`src/rtl/paper_ex_driver.sv`:
```
// paper_ex_driver: FIFO-buffered a/b driver with x/y/z capture; out_valid LAT+2 cycles after push, LAT+3 with dup.
// in_ready drops only when the FIFO is full; out_valid is never stalled. PAPER_EX_DRIVER_DUP_CHECK_EN adds dup-issue compare.
module paper_ex_driver #(
    parameter int DEPTH = 4,
    parameter int LAT   = 3
) (
    input  logic       clk,
    input  logic       rst,
    input  logic       in_valid,
    output logic       in_ready,
    input  logic [1:0] in_ab,
    output logic       drv_a,
    output logic       drv_b,
    input  logic       rsp_x,
    input  logic       rsp_y,
    input  logic       rsp_z,
    output logic       out_valid,
    output logic [2:0] out_xyz,
    output logic       mismatch,
    output logic [7:0] err_cnt
);
    localparam int AW = (DEPTH > 1) ? $clog2(DEPTH) : 1;
    localparam int CW = AW + 1;

    localparam logic [1:0] S_IDLE = 2'd0;
    localparam logic [1:0] S_ORIG = 2'd1;
    localparam logic [1:0] S_DUP  = 2'd2;

    logic [1:0]    r_mem [DEPTH];
    logic [AW-1:0] r_wptr;
    logic [AW-1:0] r_rptr;
    logic [CW-1:0] r_cnt;
    logic [1:0]    r_state;
    logic [LAT:0]  r_live;

    logic       w_full;
    logic       w_empty;
    logic       w_push;
    logic       w_pop;
    logic       w_hold;
    logic [2:0] w_rsp;

    assign w_full   = (r_cnt == CW'(DEPTH));
    assign w_empty  = (r_cnt == '0);
    assign in_ready = !w_full;
    assign w_push   = in_valid && !w_full;
    assign w_rsp    = {rsp_x, rsp_y, rsp_z};

`ifdef PAPER_EX_DRIVER_DUP_CHECK_EN
    // The cycle after an original issue re-drives the same vector instead of popping.
    assign w_hold = (r_state == S_ORIG);
`else
    assign w_hold = 1'b0;
`endif
    assign w_pop = !w_hold && !w_empty;

    always_ff @(posedge clk) begin
        if (w_push) begin
            r_mem[r_wptr] <= in_ab;
        end
    end

    always_ff @(posedge clk) begin
        if (rst) begin
            r_wptr <= '0;
            r_rptr <= '0;
            r_cnt  <= '0;
        end else begin
            if (w_push) begin
                r_wptr <= r_wptr + 1'b1;
            end
            if (w_pop) begin
                r_rptr <= r_rptr + 1'b1;
            end
            case ({w_push, w_pop})
                2'b10:   r_cnt <= r_cnt + 1'b1;
                2'b01:   r_cnt <= r_cnt - 1'b1;
                default: r_cnt <= r_cnt;
            endcase
        end
    end

    always_ff @(posedge clk) begin
        if (rst) begin
            r_state <= S_IDLE;
            drv_a   <= 1'b0;
            drv_b   <= 1'b0;
        end else if (w_pop) begin
            r_state        <= S_ORIG;
            {drv_a, drv_b} <= r_mem[r_rptr];
        end else if (w_hold) begin
            r_state <= S_DUP;
        end else begin
            r_state <= S_IDLE;
            drv_a   <= 1'b0;
            drv_b   <= 1'b0;
        end
    end

    // Stage 0 tags the vector now on drv; stage LAT tags the response now on rsp.
    always_ff @(posedge clk) begin
        if (rst) begin
            r_live <= '0;
        end else begin
            r_live <= {r_live[LAT-1:0], w_pop | w_hold};
        end
    end

`ifdef PAPER_EX_DRIVER_DUP_CHECK_EN
    logic [LAT:0] r_dup;
    logic [2:0]   r_cmp;

    always_ff @(posedge clk) begin
        if (rst) begin
            r_dup     <= '0;
            r_cmp     <= 3'b000;
            out_valid <= 1'b0;
            out_xyz   <= 3'b000;
            mismatch  <= 1'b0;
            err_cnt   <= 8'd0;
        end else begin
            r_dup     <= {r_dup[LAT-1:0], w_hold};
            out_valid <= r_live[LAT] && r_dup[LAT];
            if (r_live[LAT]) begin
                if (!r_dup[LAT]) begin
                    r_cmp <= w_rsp;
                end else begin
                    out_xyz <= w_rsp;
                    if (w_rsp != r_cmp) begin
                        mismatch <= 1'b1;
                        if (err_cnt != 8'hFF) begin
                            err_cnt <= err_cnt + 1'b1;
                        end
                    end
                end
            end
        end
    end
`else
    always_ff @(posedge clk) begin
        if (rst) begin
            out_valid <= 1'b0;
            out_xyz   <= 3'b000;
        end else begin
            out_valid <= r_live[LAT];
            if (r_live[LAT]) begin
                out_xyz <= w_rsp;
            end
        end
    end

    assign mismatch = 1'b0;
    assign err_cnt  = 8'd0;
`endif

endmodule

```
`config.mk`:
```
export PLATFORM = sky130hd
export DESIGN_NAME = paper_ex_driver
export DESIGN_NICKNAME = d
export VERILOG_FILES = /design/src/rtl/paper_ex_driver.sv
export SDC_FILE = /design/constraint.sdc
export NUM_CORES = 1
export LEC_CHECK = 0
export CAP_MARGIN = 20
export CORE_MARGIN = 4
export CORE_UTILIZATION = 55
export CTS_BUF_LIST = sky130_fd_sc_hd__clkbuf_4 sky130_fd_sc_hd__clkbuf_8
export DETAILED_ROUTE_END_ITERATION = 12
export PLACE_DENSITY = 0.95
export SETUP_SLACK_MARGIN = 0.4
export SLEW_MARGIN = 20
export SYNTH_ARGS = -nofsm -noshare
export SYNTH_HDL_FRONTEND = slang
export SYNTH_SLANG_ARGS = --single-unit
```
`constraint.sdc`:
```
create_clock -name clk -period 3.72 [get_ports clk]
set_clock_uncertainty 0.05 [all_clocks]
set_input_delay 0.93 -clock clk [delete_from_list [all_inputs] [get_ports clk]]
set_output_delay 0.93 -clock clk [all_outputs]
set_load 0.005 [all_outputs]
```
## Yosys cells after proc, flatten, opt, wreduce, memory -nomap -nowiden

Memories as Yosys holds them, arrays and structs flattened. A register that Yosys moved wholly into a read port is not among the register bits.
Cells that the tools add are included.
W data, S select, Z words.

- Bits in registers: 15
- Logic and storage cells: 23
- Memory bits (writable): 8
- Bits of input ports: 8
- Memories: 1

- Mux-type cells: 3
- Reductions and logical operators: 6
- Eq/ne operators: 3
- Add/sub/neg operators: 4

Memory list:

| memory | depth | width | read ports | clocked after memory_dff | write ports | line | RTL |
|---|---|---|---|---|---|---|---|
| r_mem | 4 | 2 | 1 | 1 | 1 | 29 | `logic [1:0] r_mem [DEPTH];` |

Operators with widths:

| cell | count |
|---|---|
| $pmux W3 S2 | 1 |
| $add A2 B1 Y2 const B | 2 |
| $add A3 B1 Y3 const B | 1 |
| $eq A3 B3 Y1 const B | 1 |
| $logic_not A3 Y1 | 1 |
| $sub A3 B1 Y3 const B | 1 |
| $eq A2 B1 Y1 const B | 1 |
| $eq A2 B2 Y1 const B | 1 |
| $logic_not A1 Y1 | 2 |
| $mux W1 | 2 |
| $reduce_bool A2 Y1 | 1 |
| $reduce_or A2 Y1 | 1 |
| $logic_and A1 B1 Y1 | 1 |

## Logic depth before layout (Yosys ltp)

- Depth in word-level cells: 5
- Gate-level depth with buffers: 6

## Least setup slack after synthesis

No wires, ideal clock.

- Kind: input to register
- From: in in_valid
- To: reg r_cnt[1]
- Library setup time: 0.119 ns
- Required time: 3.551 ns
- Setup slack: 1.712 ns
- Stages on the path: 5
- Arrival time: 1.839 ns
- Cell sequence: o21ai_1 -> nand2b_1 -> fa_1 -> a21oi_1 -> o221a_1

- Word-level cells in the longest chain between the ends: 3
- Elaborated cells between the ends (all ways): 5
- Classes of those cells: eq/ne (2); mux (1); reduce/logical (2)

RTL lines:

| element | line | RTL |
|---|---|---|
| start: declaration | 9 | `input logic in_valid,` |
| $logic_and A1 B1 Y1 (*) | 46 | `assign w_push = in_valid && !w_full;` |
| $eq A2 B1 Y1 / $eq A2 B2 Y1 (equally long branches) | 75 | `case ({w_push, w_pop})` |
| $pmux W3 S2 / $reduce_bool A2 Y1 (equally long branches) | - |  |
| end signal: assignment | 76 | `2'b10: r_cnt <= r_cnt + 1'b1;` |
| end signal: assignment | 77 | `2'b01: r_cnt <= r_cnt - 1'b1;` |
| end signal: assignment | 78 | `default: r_cnt <= r_cnt;` |
| end: declaration | 32 | `logic [CW-1:0] r_cnt;` |

Mark *: on every way between the ends. The rest lies on a longest branch, timed or not.
A chain may end at the register's enable or synchronous reset.

## Worst setup path in the final report

- From: reg r_cnt[0]
- To: out in_ready

- Word-level cells in the longest chain between the ends: 2

RTL lines:

| element | line | RTL |
|---|---|---|
| $eq A3 B3 Y1 | 43 | `assign w_full = (r_cnt == CW'(DEPTH));` |
| $logic_not A1 Y1 | 45 | `assign in_ready = !w_full;` |
| end: declaration | 10 | `output logic in_ready,` |

No other way between the ends.

==> results.toml <==
[status]
status = "finished clean"

[synth]
ys_seq_area_share_pct = 53.4
syn-cell-area_um2 = 1090
synth_seq_cells = 25
synth_cell_types = 29
ys_top_cells_by_count = "17 x dfxtp_1, 9 x buf_4, 9 x nor2_1"
ys_dominant_reg_cell = "dfxtp_1"
yosys-top-cells-area = "dfxtp_1 31%, edfxtp_1 22%, buf_4 6.2%, ha_1 4.6%, mux4_2 4.1%"
yosysWarnings = 0
post-synth-top-count-cell = "dfxtp_1"
avgSynthCellArea_um2 = 11.7
yosysTopAreaCell = "dfxtp_1"
synth_edf_count = 8
async_reset_ff_share_pct = 0
synth.top_cell.area_share_pct = 31.3
syn_inst = 93

[min_path]
min_from = "r_live[2]"
hold_depth = 1
holdPathEnd = "r_live[3]"
hp-class = "flip-flop to flip-flop"

[timing]
hold_violations = 0
fmax_ghz = 0.396
tns_ps = 0
tightestPinTransition_ps = 527
holdWs_ps = 407
min_period_over_period_pct = 67.8
rsz0062_at_grt = "no"
maxSlewHeadroom_pct = 64.8
setup_violations = 0
final_max_slew_viol_count = 0
period_needed_ps = 2520

[critical_path]
startpoint_type = "flip-flop"
arrival_ps = 1540
rrSetupSlack_ps = 1880
crit_required_ps = 2740
cp_max_fo = 9
r2r-start = "r_cnt[0]"
r2r_end = "r_cnt[1]"
r2r_cells = 5
crit_type = "flip-flop to output port"
critPathCaptureType = "output port"

[detailed_routing]
drt_iter0_markers = 14
drc = 0
viasPerCell = 4.95
wirelength_mm = 1.71
ant_nets = 0
wire_per_inst_um = 12.8
drt-pass1-iter-count = 4
via_count = 658

[global_routing]
grtUsageMet2_pct = 27.1
grtUsageTotal_pct = 14.5
grt_pass1_wl_mm = 2.79
grt_pass1_vias = 646
antenna_found_initial = 0
grt_overflow = 0
use_met3_pct = 3.42
grt_max_degree = 16
grt_use_met1_pct = 13.5
busiest_layer = "met2"

[finish]
stdcell_count = 133
fin_nets = 122
antenna_cells = 0
fin_util_pct = 69.0
drive_gt1_share_pct = 10.2
area_growth_pct = 14.3

[clock_tree]
htreeDepth = 1
cts_max_path_buffers = 2
cts_resized = 0
clk_pin_slew_worst_paths_ps = 120
cts-root-buf = "clkbuf_4"
clock_sinks = 25
cts_tree = "done"
post_cts_buffers = 0
hold_buffers = 0
clk_latency_ps = 320
cts_made_buffers = 3

[pwr]
fin_total_pwr_mw = 0.746
peakVddDrop_mv = 0.423
p_leak_nw = 0.484
powerDensity_nw_per_um2 = 600

[floorplanning]
core_area_um2 = 1800
start_util_pct = 60.3
die_h_um = 52.5
io_pins = 24
die_area_um2 = 2750
die_x_um = 52.5
rows = 15

[place]
dp_hpwl_mm = 1.33
io_buffer_count = 14
gp_congestion = 0.712
placed_cells = 129

[flow_run]
cap_violations = 0
-- worst max path at each step --
stage | slack (ps) | start | cells past startpoint | end
after floorplan | 1710 | in_valid | 5 | r_cnt[1]
after global placement | 1110 | in_valid | 6 | r_cnt[1]
after detailed placement | 1030 | in_valid | 6 | r_cnt[1]
after CTS | 1220 | r_cnt[0] | 3 | in_ready
after global routing | 1110 | r_cnt[0] | 3 | in_ready
final | 1200 | r_cnt[0] | 3 | in_ready
-- layer usage --
| layer | up-vias | share of wire, % |
|---|---|---|
| li1 | 323 | - |
| met1 | 298 | 38 |
| met4 | 0 | 3.7 |
| met3 | 6 | 7.4 |
| met2 | 31 | 50 |
| met5 | - | 0 |
-- state kept, by name, summed over array words and instances, names as in the netlist --
| register | cells |
|---|---|
| drv_a | 1 |
| drv_b | 1 |
| out_valid | 1 |
| out_xyz | 3 |
| r_cnt | 3 |
| r_live | 4 |
| r_mem | 8 |
| r_rptr | 2 |
| r_wptr | 2 |
-- cell type report --
class	instances	area [µm²]
Sequential cell	25	581
Fill cell	130	559
Multi-Input combinational cell	59	438
Timing Repair Buffer	14	140
Tap cell	25	31.3
Clock buffer	4	30.0
Inverter	6	22.5
-- cell usage in the layout (no fill, tap or decap), types with 2 or more instances in the layout --
cell / count
a21oi_1: 2
and2_1: 6
clkbuf_4: 4
clkdlybuf4s50_1: 14
conb_1: 9
dfxtp_1: 17
edfxtp_1: 8
ha_1: 4
inv_1: 5
mux2i_1: 4
mux4_2: 2
nand2_1: 3
nor2_1: 9
nor2b_1: 4
o21ai_1: 3
xor2_1: 2
-- per-stage QoR --
| step | cell area, µm² | worst slack (ps) |
|---|---|---|
| after CTS | 1240 | 1220 |
| after global placement | 1210 | 1110 |
| after detailed placement | 1210 | 1030 |
| final | 1240 | 1200 |
| after floorplan | 1120 | 1710 |
| after global routing | 1240 | 1110 |
-- power by group --
part	total, mW	switching (mW)	internal (mW)
combinational	0.239	0.112	0.127
sequential	0.384	0.0510	0.333
clock	0.122	0.0730	0.0493
-- kinds of logic (layout without fill, tap and decap cells) --
| family | Yosys count | in the layout | share of synthesized area [%] |
|---|---|---|---|
| other cells | 1 | 9 | 0.345 |
| fa+ha+maj | 5 | 5 | 6.44 |
| xor+xnor | 2 | 2 | 1.61 |
| compound gates | 11 | 11 | 7.94 |
| buf+inv | 17 | 24 | 9.09 |
| simple gates | 25 | 25 | 12.0 |
| flops | 25 | 25 | 53.4 |
| mux | 7 | 7 | 9.21 |
-- critical path: stages (launching register included) --
cell and delay, ps:
dfxtp_1 550, nor2_2 100, nand2_1 80, clkdlybuf4s50_1 490
Note: power is estimated with default switching activity, not from simulation.
